===== config.mk =====
export PLATFORM = sky130hd
export DESIGN_NAME = decode_stage
export DESIGN_NICKNAME = d
export VERILOG_FILES = /design/src/rtl/core_pkg.sv /design/src/rtl/reg_file.sv /design/src/rtl/decode_stage.sv
export SDC_FILE = /design/constraint.sdc
export NUM_CORES = 2
export LEC_CHECK = 0
export ABC_AREA = 1
export BUFFER_PORTS_ARGS = -buffer_cell sky130_fd_sc_hd__buf_4
export CAP_MARGIN = 10
export CORE_AREA = 3 3 458 414
export CTS_CLUSTER_DIAMETER = 50
export DETAILED_ROUTE_END_ITERATION = 16
export DIE_AREA = 0 0 461 417
export PLACE_DENSITY = 0.57
export SKIP_CTS_REPAIR_TIMING = 1
export SKIP_LAST_GASP = 1
export SLEW_MARGIN = 20
export SYNTH_ARGS = -nofsm -noshare
export SYNTH_HDL_FRONTEND = slang
export SYNTH_HIERARCHICAL = 1
export SYNTH_SLANG_ARGS = --single-unit

===== constraint.sdc =====
create_clock -name clk -period 37.6 [get_ports clk]
set_input_delay 7.52 -clock clk [delete_from_list [all_inputs] [get_ports clk]]
set_output_delay 7.52 -clock clk [all_outputs]
set_load 0.005 [all_outputs]

===== src/rtl/core_pkg.sv =====
// Shared core types: opcodes, ALU op encoding, immediate formats,
// control word and the decode-to-execute bundle.
package core_pkg;

  localparam int XLEN  = 32;
  localparam int NREGS = 32;
  localparam int RIDX  = $clog2(NREGS);

  localparam logic [6:0] OP_R      = 7'b0110011;
  localparam logic [6:0] OP_IMM    = 7'b0010011;
  localparam logic [6:0] OP_LOAD   = 7'b0000011;
  localparam logic [6:0] OP_STORE  = 7'b0100011;
  localparam logic [6:0] OP_BRANCH = 7'b1100011;
  localparam logic [6:0] OP_JAL    = 7'b1101111;
  localparam logic [6:0] OP_LUI    = 7'b0110111;

  typedef enum logic [3:0] {
    ALU_ADD    = 4'd0,
    ALU_SUB    = 4'd1,
    ALU_AND    = 4'd2,
    ALU_OR     = 4'd3,
    ALU_XOR    = 4'd4,
    ALU_SLL    = 4'd5,
    ALU_SRL    = 4'd6,
    ALU_SRA    = 4'd7,
    ALU_SLT    = 4'd8,
    ALU_SLTU   = 4'd9,
    ALU_PASS_B = 4'd10
  } alu_op_e;

  typedef enum logic [2:0] {
    IMM_NONE = 3'd0,
    IMM_I    = 3'd1,
    IMM_S    = 3'd2,
    IMM_B    = 3'd3,
    IMM_J    = 3'd4,
    IMM_U    = 3'd5
  } imm_fmt_e;

  typedef struct packed {
    alu_op_e alu_op;
    logic    alu_src_imm;
    logic    mem_read;
    logic    mem_write;
    logic    reg_write;
    logic    branch;
    logic    jump;
  } ctrl_t;

  typedef struct packed {
    logic [XLEN-1:0] rs1_data;
    logic [XLEN-1:0] rs2_data;
    logic [XLEN-1:0] imm;
    logic [XLEN-1:0] pc_plus_4;
    logic [RIDX-1:0] rd;
    ctrl_t           ctrl;
    logic            valid;
    logic            illegal;
  } id_ex_t;

  // Opcode bits are not needed here, only instr[31:7].
  function automatic logic [XLEN-1:0] imm_gen(
    input logic [31:7] i,
    input imm_fmt_e    f
  );
    logic [XLEN-1:0] r;
    r = '0;
    unique case (f)
      IMM_I: r = {{20{i[31]}}, i[31:20]};
      IMM_S: r = {{20{i[31]}}, i[31:25], i[11:7]};
      IMM_B: r = {{19{i[31]}}, i[31], i[7],
                  i[30:25], i[11:8], 1'b0};
      IMM_J: r = {{11{i[31]}}, i[31], i[19:12],
                  i[20], i[30:21], 1'b0};
      IMM_U: r = {i[31:12], 12'b0};
      default: r = '0;
    endcase
    return r;
  endfunction

  // f7b5 selects SUB only for register ops; shifts use it in both.
  function automatic alu_op_e alu_decode(
    input logic [2:0] f3,
    input logic       f7b5,
    input logic       is_reg
  );
    alu_op_e r;
    r = ALU_ADD;
    unique case (f3)
      3'b000: r = (is_reg && f7b5) ? ALU_SUB : ALU_ADD;
      3'b001: r = ALU_SLL;
      3'b010: r = ALU_SLT;
      3'b011: r = ALU_SLTU;
      3'b100: r = ALU_XOR;
      3'b101: r = f7b5 ? ALU_SRA : ALU_SRL;
      3'b110: r = ALU_OR;
      3'b111: r = ALU_AND;
      default: r = ALU_ADD;
    endcase
    return r;
  endfunction

endpackage


===== src/rtl/reg_file.sv =====
// Integer register file: two combinational reads, one synchronous
// write, x0 hardwired to zero, asynchronous clear.
module reg_file
  import core_pkg::*;
(
  input  logic            clk,
  input  logic            rst,
  input  logic [RIDX-1:0] rs1_addr,
  input  logic [RIDX-1:0] rs2_addr,
  output logic [XLEN-1:0] rs1_data,
  output logic [XLEN-1:0] rs2_data,
  input  logic            we,
  input  logic [RIDX-1:0] waddr,
  input  logic [XLEN-1:0] wdata
);

  logic [XLEN-1:0] regs [NREGS];

  always_ff @(posedge clk or posedge rst) begin
    if (rst) begin
      for (int i = 0; i < NREGS; i++) begin
        regs[i] <= '0;
      end
    end else if (we && (waddr != '0)) begin
      regs[waddr] <= wdata;
    end
  end

  assign rs1_data = (rs1_addr == '0) ? '0 : regs[rs1_addr];
  assign rs2_data = (rs2_addr == '0) ? '0 : regs[rs2_addr];

endmodule


===== src/rtl/decode_stage.sv =====
// Decode stage: register read, immediate and control decode, ID/EX reg.
// DECODE_WB_BYPASS_EN selects write-first operand capture.
module decode_stage
  import core_pkg::*;
(
  input  logic            clk,
  input  logic            rst,
  input  logic [31:0]     instr_in,
  input  logic [XLEN-1:0] pc_plus_4_in,
  input  logic            in_valid,
  input  logic            stall,
  input  logic            flush,
  input  logic            wb_en,
  input  logic [RIDX-1:0] wb_addr,
  input  logic [XLEN-1:0] wb_data,
  output logic [XLEN-1:0] rs1_data,
  output logic [XLEN-1:0] rs2_data,
  output logic [XLEN-1:0] imm,
  output logic [RIDX-1:0] rd,
  output logic [3:0]      alu_op,
  output logic            alu_src_imm,
  output logic            mem_read,
  output logic            mem_write,
  output logic            reg_write,
  output logic            branch,
  output logic            jump,
  output logic [XLEN-1:0] pc_plus_4_out,
  output logic            out_valid,
  output logic            illegal
);

  logic [6:0]      opcode;
  logic [2:0]      funct3;
  logic            f7b5;
  logic [RIDX-1:0] rs1_idx;
  logic [RIDX-1:0] rs2_idx;
  logic [XLEN-1:0] rf_rs1;
  logic [XLEN-1:0] rf_rs2;
  logic [XLEN-1:0] op1;
  logic [XLEN-1:0] op2;
  logic            known;
  imm_fmt_e        fmt;
  ctrl_t           ctrl_d;
  id_ex_t          d;
  id_ex_t          q;

  assign opcode  = instr_in[6:0];
  assign funct3  = instr_in[14:12];
  assign f7b5    = instr_in[30];
  assign rs1_idx = instr_in[19:15];
  assign rs2_idx = instr_in[24:20];

  reg_file u_rf (
    .clk      (clk),
    .rst      (rst),
    .rs1_addr (rs1_idx),
    .rs2_addr (rs2_idx),
    .rs1_data (rf_rs1),
    .rs2_data (rf_rs2),
    .we       (wb_en),
    .waddr    (wb_addr),
    .wdata    (wb_data)
  );

`ifdef DECODE_WB_BYPASS_EN
  logic wb_live;
  assign wb_live = wb_en && (wb_addr != '0);
  assign op1 = (wb_live && wb_addr == rs1_idx)
             ? wb_data : rf_rs1;
  assign op2 = (wb_live && wb_addr == rs2_idx)
             ? wb_data : rf_rs2;
`else
  assign op1 = rf_rs1;
  assign op2 = rf_rs2;
`endif

  always_comb begin
    ctrl_d = '0;
    fmt    = IMM_NONE;
    known  = 1'b1;
    unique case (1'b1)
      (opcode == OP_R): begin
        ctrl_d.reg_write = 1'b1;
        ctrl_d.alu_op    = alu_decode(funct3, f7b5, 1'b1);
      end
      (opcode == OP_IMM): begin
        fmt                = IMM_I;
        ctrl_d.reg_write   = 1'b1;
        ctrl_d.alu_src_imm = 1'b1;
        ctrl_d.alu_op      = alu_decode(funct3, f7b5, 1'b0);
      end
      (opcode == OP_LOAD): begin
        fmt                = IMM_I;
        ctrl_d.mem_read    = 1'b1;
        ctrl_d.reg_write   = 1'b1;
        ctrl_d.alu_src_imm = 1'b1;
        ctrl_d.alu_op      = ALU_ADD;
      end
      (opcode == OP_STORE): begin
        fmt                = IMM_S;
        ctrl_d.mem_write   = 1'b1;
        ctrl_d.alu_src_imm = 1'b1;
        ctrl_d.alu_op      = ALU_ADD;
      end
      (opcode == OP_BRANCH): begin
        fmt           = IMM_B;
        ctrl_d.branch = 1'b1;
        ctrl_d.alu_op = ALU_SUB;
      end
      (opcode == OP_JAL): begin
        fmt              = IMM_J;
        ctrl_d.jump      = 1'b1;
        ctrl_d.reg_write = 1'b1;
        ctrl_d.alu_op    = ALU_ADD;
      end
      (opcode == OP_LUI): begin
        fmt                = IMM_U;
        ctrl_d.reg_write   = 1'b1;
        ctrl_d.alu_src_imm = 1'b1;
        ctrl_d.alu_op      = ALU_PASS_B;
      end
      default: known = 1'b0;
    endcase
    if (!in_valid || !known) begin
      ctrl_d = '0;
    end
  end

  always_comb begin
    d           = '0;
    d.rs1_data  = op1;
    d.rs2_data  = op2;
    d.imm       = imm_gen(instr_in[31:7], fmt);
    d.pc_plus_4 = pc_plus_4_in;
    d.rd        = instr_in[11:7];
    d.ctrl      = ctrl_d;
    d.valid     = in_valid && known;
    d.illegal   = in_valid && !known;
  end

  // Flush only kills the bubble-relevant fields; data may go stale.
  always_ff @(posedge clk or posedge rst) begin
    if (rst) begin
      q <= '0;
    end else if (flush) begin
      q.ctrl    <= '0;
      q.valid   <= 1'b0;
      q.illegal <= 1'b0;
    end else if (!stall) begin
      q <= d;
    end
  end

  assign rs1_data      = q.rs1_data;
  assign rs2_data      = q.rs2_data;
  assign imm           = q.imm;
  assign rd            = q.rd;
  assign alu_op        = q.ctrl.alu_op;
  assign alu_src_imm   = q.ctrl.alu_src_imm;
  assign mem_read      = q.ctrl.mem_read;
  assign mem_write     = q.ctrl.mem_write;
  assign reg_write     = q.ctrl.reg_write;
  assign branch        = q.ctrl.branch;
  assign jump          = q.ctrl.jump;
  assign pc_plus_4_out = q.pc_plus_4;
  assign out_valid     = q.valid;
  assign illegal       = q.illegal;

endmodule


; Word-level counts from Yosys, hierarchy flattened
; Index checks and enable logic that the tools add are counted.
; W data, S select, Z words.
[totals]
register_bits = 1169
inputBits = 107
output_inout_bits = 145
wordCells = 119
[op_classes]
n_lt_le_gt_ge = 4
n_eq_ne = 20
muxes = 28
bitwise = 5
n_reduce_logical = 16
[ops]
columns = op, n
row1 = $bwmux W1024, 1
row2 = $bmux W32 S5, 2
row3 = $mux W32, 7
row4 = $demux W32 S5, 1
row5 = $pmux W32 S5, 1
row6 = $pmux W4 S8, 2
row7 = $mux W12, 2
row8 = $eq A7 B6 Y1 const B, 3
row9 = $eq A3 B3 Y1 const B, 6
row10 = $ge A6 B6 Y1 const B, 3
row11 = $not A5 Y6, 3
row12 = $pmux W4 S4, 1
row13 = $pmux W3 S5, 1
row14 = $eq A7 B7 Y1 const B, 2
row15 = $eq A3 B2 Y1 const B, 4
row16 = $logic_not A5 Y1, 2
row17 = $mux W10, 1
row18 = $mux W1, 9
row19 = $eq A7 B2 Y1 const B, 1
row20 = $eq A7 B5 Y1 const B, 1
row21 = $reduce_or A7 Y1, 1
row22 = $eq A3 B1 Y1 const B, 2
row23 = $lt A6 B1 Y1 const B, 1
row24 = $reduce_bool A5 Y1, 1
row25 = other kinds (10), 15

; Logic depth before layout (Yosys ltp)
[logic_depth]
word_depth = 8
ltp_mapped = 15
ltp_nobuf = 12

; Cells and area by module
; The synthesis kept the hierarchy.
[by_module_without_submodules]
columns = module, instances, cells_each, area_each_um2, seq_area_each_um2
row1 = reg_file, 1, 8333, 56690.6, 25624.6
row2 = decode_stage, 1, 760, 6135.9, 3628.5

; Worst setup path before layout
; OpenSTA, ideal clock, no wires.
[synth_path]
path_type = input-to-reg
from = input port instr_in[20]
to = register q, in the netlist rs2_data[24]
setup_time_ns = 0.116
arrival_ns = 8.835
required_time_ns = 37.484
path_slack_ns = 28.649
path_stages = 13
n_path_buf = 4
cell_sequence = buf_2 > buf_2 > buf_2 > clkbuf_1 > nand2_1 > nand3_1 > o21ai_0 > nand2_1 > nand3_1 > nor2_1 > nor2_1 > nand2_1 > nand2_1
[synth_lines]
columns = element, line
row1 = from (decl), decode_stage.sv:8  ; input logic [31:0] instr_in,
row2 = to (decl), decode_stage.sv:45  ; id_ex_t q;

==> impl_metrics.ini <==
[yosys]
synth_top_family_by_area = simple AND/OR/NAND/NOR gates
synth_xor_area_share_pct = 0
netlist_instances = 9093
synth_compound_area_share_pct = 13.3
seq_area_frac_synth_pct = 46.6
synth_cell_type_count = 29
netlist_area_sq_um = 62800
syn_area_per_cell_sq_um = 6.91
yosys.area_share.simple_pct = 33.5
syn_nets = 9200
synth_mux_area_share_pct = 0
yosys.area_share.adder_pct = 0
yosysWarnings = 6
ys_top_cells_by_area = dfrtp_1, nand2_1, o21ai_0, nand3_1, nor2_1
synth_largest_area_cell = dfrtp_1
synth-seq-cells = 1169
synth_top_area_share_pct = 46.6

[critical_path]
r2r_cells = 10
critical_path_arrival_ns = 11.54
crit_type = input port to flip-flop
crit_path_end_kind = flip-flop
r2r_slack_ns = 35.83
reg2reg_to = rs2_data[12]$_DFFE_PP0P_
crit_required_ns = 38.32
cp-start-kind = input port
critical_path.startpoint = instr_in[20]
r2r_start = u_rf/regs[76]$_DFFE_PP0P_
worstPathMaxFanout = 84

[grt]
grt_pass1_vias = 59700
track_usage_pct = 27.1
grt_pass1_wl_um = 395000
grt.overflow.total = 0
antenna_found_initial = 12
grt_max_degree = 200

[final_layout]
fin_util_pct = 38.3
final_cell_mix = nand2_1, o21ai_0, dfrtp_1, nand3_1, nor2_1
final_nets = 8961
area.growth.synth_to_final_pct = 13.1
final_common_cell = nand2_1
final_cells = 11400
drive_above_1_share_pct = 7.63

[placement]
dpl.hpwl_um = 140000
place_inst = 11100
gp_congestion = 0.847
port_buffers = 251

[run_status]
status = finished, final reports clean

[routing]
finalWirelength_um = 266000
final_antenna_net_count = 0
drc_errors = 0
drt_iter0_markers = 8354
via_per_inst = 5.54
wl_per_cell_um = 23.3
num_vias = 63200
firstDrtPassIters = 8

[sta]
fin_setup_tns_ns = 0
relSlewSlack_pct = 18.7
grt_setup_unrepaired = no
final-hold-violation-count = 0
clock_skew_ns = 0.0306
report.final.slew_viol_count = 0
min_period_over_period_pct = 28.8
fin_crit_ns = 10.82
setup_viol = 0
fmax_mhz = 92.4
tightestPinTransition_ns = 1.22

[worst_hold_path]
holdPathStages = 0
holdPathEnd = u_rf/regs[999]$_DFFE_PP0P_
hp-class = flip-flop to flip-flop
min-delay-start = u_rf/regs[999]$_DFFE_PP0P_

[clocking]
clockBufferDepth = 3
clockRootBuffer = clkbuf_16
clock_latency_ns = 0.80
htree_levels = 4
clock-sinks = 1169
clk_pin_slew_ns = 0.06
cts_buffers = 146
tritoncts = done

[flow_run]
cap_violations = 0

[die]
die_w_um = 461
pin_count = 252
coreArea_sq_um = 185000
fp.dieH_um = 417
dieArea_sq_um = 192000
fp-row-count = 150
start_util_pct = 33.9

[power]
total_power_uw = 3830
power_density_nw_per_um2 = 53.9
vdd_drop_max_v = 0.0000342
cellLeakagePower_uw = 0.0342
[kinds of logic after synthesis]
group	Yosys count
buffers and inverters	1070
AO/OA/AOI/OAI	1624
AND/OR/NAND/NOR	5230
flip-flops	1169
[cells in the mapped netlist]
cell,number
nand4_2,1
nand2_2,14
clkinv_1,2
nand3_1,1012
clkbuf_1,580
nor2_1,703
nor4_2,1
nand4_1,5
inv_1,302
o211ai_1,85
o31ai_1,1
o21ai_1,61
nor3_2,2
nand3b_1,1
buf_4,1
buf_1,45
buf_2,123
o21ai_0,1288
nand2_4,2
nor2_2,6
nor3_1,8
nor3b_1,1
buf_8,1
nand2_1,3472
a21oi_1,189
buf_6,1
dfrtp_1,1169
inv_2,15
nor2_4,2
[final cells by class]
cell class	count	area, sq um
sequential	1169	29300
multi-input combinational	6854	29600
clock buffer	192	4110
clock inverter	70	918
tap	2432	3040
fill	19400	114000
timing repair buffer	364	2860
antenna	11	27.5
inverter	319	1250
[report_power, final]
part | total (uW) | switching (uW) | internal (uW)
Combinational | 683 | 441 | 242
Clock | 1490 | 595 | 891
Sequential | 1660 | 173 | 1480
[flip-flops by register name, indices dropped and copies added (netlist names)]
name           cells
reg_write          1
branch             1
illegal            1
rd                 5
alu_op             4
u_rf/regs       1024
mem_write          1
pc_plus_4_out     32
imm               32
jump               1
mem_read           1
out_valid          1
alu_src_imm        1
rs2_data          32
rs1_data          32
[stage by stage]
step	instance area, sq um	worst slack [ns]	hold WS [ns]
2_1_floorplan	62800	1.26	0.450
3_3_place_gp	65900	26.06	0.385
3_5_place_dp	65900	26.04	0.390
4_1_cts	70900	26.88	0.403
5_1_grt	71000	26.57	0.409
6_report	71000	26.78	0.402
[layer usage]
layer | vias up | wire [um] | track usage, %
li1 | 28800 | - | -
met5 | - | 13 | 0
met1 | 30200 | 107000 | 35.6
met4 | 2 | 14700 | 14.3
met2 | 3543 | 120000 | 42.6
met3 | 661 | 24700 | 4.68
[critical path, cell delays in order]
cell and delay (ns):
buf_8 0.39, buf_4 0.82, buf_4 0.72, buf_4 0.87
o21ai_0 0.18, o21ai_0 0.38, nand2_1 0.11, nand3_1 0.13
nor2_1 0.06, nor2_1 0.10, nand2_1 0.06, nand2_1 0.10
[worst max path at each step]
stage / slack (ns) / to
after detailed placement: 26.04 / rs2_data[3]$_DFFE_PP0P_
after global placement: 26.06 / rs2_data[3]$_DFFE_PP0P_
final: 26.78 / rs2_data[3]$_DFFE_PP0P_
after global routing: 26.57 / rs2_data[3]$_DFFE_PP0P_
after CTS: 26.88 / rs2_data[3]$_DFFE_PP0P_
after floorplan: 1.26 / u_rf/regs[0]$_DFFE_PP0P_
Note: power is estimated with default switching activity, not from simulation.
